--- src/rtl/sonar_recorder_pkg.sv ---
// Shared constants, header layout and FSM states for the sonar stream recorder.
package sonar_recorder_pkg;

    localparam logic [7:0] CODE_RESERVED    = 8'h00;
    localparam logic [7:0] CODE_STREAM_BEAT = 8'h01;

    localparam int HDR_CODE_LSB = 56;
    localparam int HDR_IFID_LSB = 48;
    localparam int HDR_ARGC_LSB = 40;
    localparam int HDR_DROP_BIT = 39;
    localparam int HDR_SEQ_LSB  = 0;

    typedef enum logic [2:0] {
        IDLE,
        HEADER,
        DATA,
        META,
        TS
    } recorder_state_t;

    function automatic logic [63:0] makeHeader(
        input logic [7:0]  ifId,
        input logic [7:0]  argCount,
        input logic        dropFlag,
        input logic [31:0] seqNum
    );
        logic [63:0] hdr;
        hdr = '0;
        hdr[HDR_CODE_LSB +: 8]  = CODE_STREAM_BEAT;
        hdr[HDR_IFID_LSB +: 8]  = ifId;
        hdr[HDR_ARGC_LSB +: 8]  = argCount;
        hdr[HDR_DROP_BIT]       = dropFlag;
        hdr[HDR_SEQ_LSB +: 32]  = seqNum;
        return hdr;
    endfunction

endpackage

--- src/rtl/sonar_sync_fifo.sv ---
// Single-clock first-word-fall-through FIFO; a pop in the same cycle frees room for a push when full.
module sonar_sync_fifo #(
    parameter int WIDTH = 8,
    parameter int DEPTH = 16
) (
    input  logic                     clk,
    input  logic                     rst,
    input  logic                     wrEn,
    input  logic [WIDTH-1:0]         wrData,
    input  logic                     rdEn,
    output logic [WIDTH-1:0]         rdData,
    output logic                     full,
    output logic                     empty,
    output logic [$clog2(DEPTH):0]   count
);

    localparam int AW = $clog2(DEPTH);

    logic [WIDTH-1:0] mem [DEPTH];
    logic [AW-1:0]    wrPtr;
    logic [AW-1:0]    rdPtr;
    logic [AW:0]      used;
    logic             doRead;
    logic             doWrite;

    assign empty   = (used == '0);
    assign full    = (used == (AW+1)'(DEPTH));
    assign count   = used;
    assign rdData  = mem[rdPtr];
    assign doRead  = rdEn && !empty;
    assign doWrite = wrEn && (!full || doRead);

    always_ff @(posedge clk or posedge rst) begin
        if (rst) begin
            wrPtr <= '0;
            rdPtr <= '0;
            used  <= '0;
        end else begin
            if (doWrite) wrPtr <= wrPtr + AW'(1);
            if (doRead)  rdPtr <= rdPtr + AW'(1);
            case ({doWrite, doRead})
                2'b10:   used <= used + (AW+1)'(1);
                2'b01:   used <= used - (AW+1)'(1);
                default: used <= used;
            endcase
        end
    end

    always_ff @(posedge clk) begin
        if (doWrite) mem[wrPtr] <= wrData;
    end

endmodule

--- src/rtl/sonar_stream_recorder.sv ---
// Passive AXI-Stream tap that turns every accepted beat into a header/data/meta log record.
// Optional timestamp word per record when SONAR_RECORDER_TIMESTAMP_EN is defined.
//
// state  | meaning
// IDLE   | nothing held, waiting for a captured beat
// HEADER | emitting header word of the held beat
// DATA   | emitting data words, least significant first (wordCnt counts down)
// META   | emitting tkeep/tlast word
// TS     | emitting capture timestamp (timestamp build only)
module sonar_stream_recorder
    import sonar_recorder_pkg::*;
#(
    parameter int         DATA_WIDTH   = 64,
    parameter int         LOG_WIDTH    = 64,
    parameter int         FIFO_DEPTH   = 16,
    parameter int         TS_WIDTH     = 48,
    parameter logic [7:0] INTERFACE_ID = 8'h00
) (
    input  logic                      clk,
    input  logic                      rst,
    input  logic                      enable,
    input  logic [DATA_WIDTH-1:0]     mon_tdata,
    input  logic [DATA_WIDTH/8-1:0]   mon_tkeep,
    input  logic                      mon_tlast,
    input  logic                      mon_tvalid,
    input  logic                      mon_tready,
    output logic [LOG_WIDTH-1:0]      log_tdata,
    output logic                      log_tvalid,
    input  logic                      log_tready,
    output logic                      log_tlast,
    output logic [31:0]               drop_count,
    output logic                      busy
);

    localparam int KEEP_WIDTH = DATA_WIDTH / 8;
    localparam int NDATA      = DATA_WIDTH / LOG_WIDTH;
    localparam int CNT_W      = (NDATA > 1) ? $clog2(NDATA) : 1;
    localparam int CW         = $clog2(FIFO_DEPTH) + 1;
`ifdef SONAR_RECORDER_TIMESTAMP_EN
    localparam int         ENTRY_W   = DATA_WIDTH + KEEP_WIDTH + 1 + TS_WIDTH;
    localparam logic [7:0] ARG_COUNT = 8'(NDATA + 2);
`else
    localparam int         ENTRY_W   = DATA_WIDTH + KEEP_WIDTH + 1;
    localparam logic [7:0] ARG_COUNT = 8'(NDATA + 1);
`endif

    recorder_state_t        state, nextState;
    logic [ENTRY_W-1:0]     fifoWrData, fifoRdData, holdEntry;
    logic                   fifoFull, fifoEmpty, fifoPush;
    logic [CW-1:0]          fifoCount;
    logic [CW:0]            occupancy;
    logic [DATA_WIDTH-1:0]  holdData;
    logic [KEEP_WIDTH-1:0]  holdKeep;
    logic                   holdLast;
    logic [LOG_WIDTH-1:0]   dataWord, metaWord, wordOut;
    logic [CNT_W-1:0]       wordCnt;
    logic [31:0]            seqNum, dropCount;
    logic                   dropPending, capture, capFull, pushOk, dropBeat;
    logic                   pop, validOut, lastOut, recordDone, headerAccept, dataAccept;

`ifdef SONAR_RECORDER_TIMESTAMP_EN
    logic [TS_WIDTH-1:0]    tsCount, holdTs;

    assign fifoWrData = {mon_tdata, mon_tkeep, mon_tlast, tsCount};
    assign holdTs     = holdEntry[TS_WIDTH-1:0];

    always_ff @(posedge clk or posedge rst) begin
        if (rst) tsCount <= '0;
        else     tsCount <= tsCount + TS_WIDTH'(1);
    end
`else
    assign fifoWrData = {mon_tdata, mon_tkeep, mon_tlast};
`endif

    assign holdData = holdEntry[ENTRY_W-1 -: DATA_WIDTH];
    assign holdKeep = holdEntry[ENTRY_W-DATA_WIDTH-1 -: KEEP_WIDTH];
    assign holdLast = holdEntry[ENTRY_W-DATA_WIDTH-KEEP_WIDTH-1];
    assign metaWord = {holdLast, {(LOG_WIDTH-1-KEEP_WIDTH){1'b0}}, holdKeep};

    // The beat being emitted still counts against capacity until its last word is accepted.
    assign occupancy = {1'b0, fifoCount} + {{CW{1'b0}}, (state != IDLE)};
    assign capFull   = fifoFull || (occupancy >= (CW+1)'(FIFO_DEPTH));
    assign capture   = mon_tvalid && mon_tready && enable;
    assign pushOk    = !capFull || recordDone;
    assign fifoPush  = capture && pushOk;
    assign dropBeat  = capture && !pushOk;

    assign headerAccept = (state == HEADER) && log_tready;
    assign dataAccept   = (state == DATA) && log_tready;
    assign recordDone   = lastOut && log_tready;

    sonar_sync_fifo #(
        .WIDTH (ENTRY_W),
        .DEPTH (FIFO_DEPTH)
    ) u_fifo (
        .clk    (clk),
        .rst    (rst),
        .wrEn   (fifoPush),
        .wrData (fifoWrData),
        .rdEn   (pop),
        .rdData (fifoRdData),
        .full   (fifoFull),
        .empty  (fifoEmpty),
        .count  (fifoCount)
    );

    always_comb begin
        dataWord = '0;
        for (int i = 0; i < NDATA; i++) begin
            if (wordCnt == CNT_W'(NDATA - 1 - i)) dataWord = holdData[i*LOG_WIDTH +: LOG_WIDTH];
        end
    end

    always_comb begin
        nextState = state;
        pop       = 1'b0;
        validOut  = 1'b0;
        lastOut   = 1'b0;
        wordOut   = '0;
        case (state)
            IDLE: begin
                if (!fifoEmpty) begin
                    pop       = 1'b1;
                    nextState = HEADER;
                end
            end
            HEADER: begin
                validOut = 1'b1;
                wordOut  = makeHeader(INTERFACE_ID, ARG_COUNT, dropPending, seqNum);
                if (log_tready) nextState = DATA;
            end
            DATA: begin
                validOut = 1'b1;
                wordOut  = dataWord;
                if (log_tready && wordCnt == '0) nextState = META;
            end
            META: begin
                validOut = 1'b1;
                wordOut  = metaWord;
`ifdef SONAR_RECORDER_TIMESTAMP_EN
                if (log_tready) nextState = TS;
`else
                lastOut = 1'b1;
`endif
            end
`ifdef SONAR_RECORDER_TIMESTAMP_EN
            TS: begin
                validOut = 1'b1;
                lastOut  = 1'b1;
                wordOut  = LOG_WIDTH'(holdTs);
            end
`endif
            default: nextState = IDLE;
        endcase
        // Zero-bubble chaining into the next record straight from the last word.
        if (lastOut && log_tready) begin
            if (!fifoEmpty) begin
                pop       = 1'b1;
                nextState = HEADER;
            end else begin
                nextState = IDLE;
            end
        end
    end

    always_ff @(posedge clk or posedge rst) begin
        if (rst) begin
            state       <= IDLE;
            holdEntry   <= '0;
            wordCnt     <= '0;
            seqNum      <= '0;
            dropPending <= 1'b0;
            dropCount   <= '0;
        end else begin
            state <= nextState;
            if (pop) holdEntry <= fifoRdData;
            if (headerAccept) begin
                wordCnt <= CNT_W'(NDATA - 1);
                seqNum  <= seqNum + 32'd1;
            end else if (dataAccept && wordCnt != '0) begin
                wordCnt <= wordCnt - CNT_W'(1);
            end
            if (dropBeat)          dropPending <= 1'b1;
            else if (headerAccept) dropPending <= 1'b0;
            if (dropBeat && dropCount != 32'hFFFF_FFFF) dropCount <= dropCount + 32'd1;
        end
    end

    assign log_tdata  = wordOut;
    assign log_tvalid = validOut;
    assign log_tlast  = lastOut;
    assign drop_count = dropCount;
    assign busy       = !fifoEmpty || (state != IDLE);

endmodule

--- config.mk ---
export PLATFORM = sky130hd
export DESIGN_NAME = sonar_stream_recorder
export DESIGN_NICKNAME = d
export VERILOG_FILES = /design/src/rtl/sonar_recorder_pkg.sv /design/src/rtl/sonar_sync_fifo.sv /design/src/rtl/sonar_stream_recorder.sv
export SDC_FILE = /design/constraint.sdc
export NUM_CORES = 2
export LEC_CHECK = 0
export ABC_AREA = 1
export CAP_MARGIN = 15
export CORE_MARGIN = 5
export CORE_UTILIZATION = 44
export DETAILED_ROUTE_END_ITERATION = 6
export MAX_ROUTING_LAYER = met4
export PLACE_DENSITY_LB_ADDON = 0.05
export SYNTH_ARGS = -nofsm -noshare
export SYNTH_HDL_FRONTEND = slang
export SYNTH_SLANG_ARGS = --single-unit
--- constraint.sdc ---
create_clock -name clk -period 8.2 [get_ports clk]
set_input_delay 2.05 -clock clk [delete_from_list [all_inputs] [get_ports clk]]
set_output_delay 2.05 -clock clk [all_outputs]
set_load 0.1 [all_outputs]
==> flow_summary.yaml <==
timing:
  drv_slew: 0
  fmax_mhz: 156.4
  slew_headroom_pct: 11.82
  whs_ps: 475.7
  rsz0062_at_grt: "no"
  final_hold_viol_count: 0
  finalSetupTns_ps: 0
  worst_pin_slew_ps: 1323
  setup_viol: 0
  finalClockSkew_ps: 25.98
  finalCriticalPeriod_ps: 6392
  setup_ws_ps: 1808
  min_period_over_period_pct: 77.95
min_path:
  hold_start: "holdEntry[10]"
  hold_depth: 2
  hold_path_end: "holdEntry[10]"
  min_path_type: "reg -> reg"
setup_path:
  cp.arrival_ps: 4340
  reg2reg_from: "state[1]"
  rrSetupSlack_ps: 4380
  startpoint: "state[0]"
  reg2reg_depth: 16
  r2r_end: "u_fifo.count[4]"
  worst-setup-path-type: "reg -> out"
  start_kind: "flip-flop"
  cp-end-kind: "output pin"
  worstPathRequired_ps: 6150
  cp_max_fo: 35
final_layout:
  fill_cells: 11320
  layout.nets: 5228
  synthToLayoutAreaGrowth_pct: 13.49
  drive_above_1_share_pct: 6.321
  most-common-layout-cells: "nand2_1, edfxtp_1, nand3_1"
  mostFrequentLayoutCell: "nand2_1"
clock_tree:
  clk_pin_slew_ps: 60
  htree_num_levels: 4
  clockBufferDepth: 3
  postCtsSetupRepairBufs: 0
  clockRootBuffer: "clkbuf_16"
  cts_hold_buf: 0
  cts.repair.resized: 0
  cts.sinks: 1322
  numCtsBuffers: 144
  cts_tree: "built"
  clock_latency_ps: 760
placed_design:
  pre_cts_slack_ps: 2648
  hpwlAfterDp_um: 81850
  gp_congestion: 0.8176
  portBuffers: 177
die:
  io_pins: 178
  die_x_um: 364.3
  num_rows: 130
  fp.dieH_um: 364.3
  die_area_um2: 132700
  start_util_pct: 44.11
  coreArea_um2: 125200
synthesis:
  ys_ff_latch: 1322
  syn_nets: 5127
  yosysSeqAreaShare_pct: 70.47
  syn_avg_cell_area_um2: 10.98
  synth_area_um2: 55240
  yosysUniqueCellTypes: 37
  yosys_warnings: 0
  netlist_instances: 5029
power_and_ir_drop:
  peakVddDrop_mv: 0.3116
  p_leak_nw: 23.72
  p_per_area_nw_per_um2: 350.8
  power.total_mw: 21.99
global_route:
  first_global_vias: 35460
  grt_overflow: 0
  antenna_found_initial: 6
  grt_max_degree: 192
  grt_pass1_wl_um: 229700
  grt_use_total_pct: 23.57
route:
  drc: 0
  routed_via_density: 5.275
  ant_nets: 0
  post_drt_wl_per_cell_um: 22.06
  vias: 36440
  dr.pass1.iters: 5
  wirelength_um: 152400
  first_iter_violations: 3119
run_status:
  run_status: "finished, final reports clean"
job:
  maxCapViolations: 0
## registers in the layout (all words and copies together), names as in the netlist
signal	count
u_fifo.rdPtr	4
u_fifo.wrPtr	4
state	2
u_fifo.mem	1168
u_fifo.count	5
wordCnt	1
holdEntry	73
drop_count	32
dropPending	1
seqNum	32
## worst max-delay path by stage
stage                    endpoint  slack (ps)  cells after the start
3_3_place_gp   u_fifo.mem[12][57]        2570                      8
6_report             log_tdata[2]        1810                      8
3_5_place_dp         log_tdata[2]        2650                      8
5_1_grt              log_tdata[2]        1680                      8
4_1_cts              log_tdata[2]        1820                      8
2_1_floorplan         dropPending        2000                      1
## report_power, final
part           internal [mW]  switching (mW)  leakage (nW)
Sequential              7.69           0.384          12.5
Clock                   3.52            2.65          2.18
Combinational           1.97            5.78          9.05
Total                   13.2            8.81          23.7
## routing by layer
layer  wire [um]  track usage (%)
met1       70700            32.91
met2       71040            36.80
met3        7972            3.886
met5           0                -
met4        2666            5.227
## through the flow
stage | area (um2) | utilization [%] | instances
after floorplan | 55240 | - | 5029
after global placement | 58140 | 46.42 | 6631
after detailed placement | 58160 | 46.44 | 6632
after CTS | 62640 | 50.01 | 6900
after global routing | 62690 | 50.05 | 6905
final | 62700 | 50.06 | 6908
## worst max-delay path, stage by stage (launching register included)
cell             delay, ps
dfrtp_1                440
inv_1                  150
ha_1                   200
nand2_1                340
clkinv_1               110
buf_4                  390
nand2_1                 90
a31oi_1                590
clkdlybuf4s50_1       1270
## area by class of cell
cell class	count	area [um2]	share of cell area, %
clock buffer	205	4018	6.408
sequential	1322	38940	62.11
inverter	90	382.9	0.6107
clock inverter	63	459.2	0.7324
timing repair buffer	233	2317	3.696
tap	1650	2064	3.293
antenna	6	15.01	0.02395
multi-input combinational	3339	14500	23.12
## synthesized netlist by cell type
cell type	n	area share, %
nor3_2	1	0.018
inv_2	4	0.027
or2_1	1	0.011
edfxtp_1	1168	63
xor2_1	26	0.41
buf_8	3	0.082
clkinv_1	2	0.014
nor2_2	9	0.10
nand2_4	4	0.082
clkbuf_1	39	0.26
o21ai_1	1	0.0091
nor2_1	121	0.82
nand3_1	902	8.2
o21ai_0	11	0.10
inv_1	82	0.56
nor2_4	5	0.10
nand3_2	2	0.036
buf_1	16	0.11
xnor2_1	15	0.24
nor3_1	4	0.036
nand4_1	13	0.15
buf_2	139	1.3
a211oi_1	1	0.014
nand4_2	1	0.023
inv_4	1	0.011
ha_1	18	0.41
clkinv_2	1	0.0091
buf_6	14	0.29
fa_1	1	0.036
nand2_2	4	0.045
dfrtp_1	154	7.0
o21bai_1	1	0.014
a21oi_1	30	0.27
nand2_1	2139	15
buf_4	67	0.91
a31oi_1	9	0.10
nand3b_1	20	0.27
## logic make-up (layout without fill, tap and decap cells)
logic type	count (synthesis)	count (layout)	synth area share [%]
AO/OA/AOI/OAI	53	53	0.5096
XOR/XNOR	41	41	0.6500
adder cells (fa/ha/maj)	19	19	0.4439
buffers and inverters	368	591	3.529
flip-flops	1322	1322	70.47
other	0	6	0
AND/OR/NAND/NOR	3226	3226	24.40
Power figures use the tool's default switching activity.
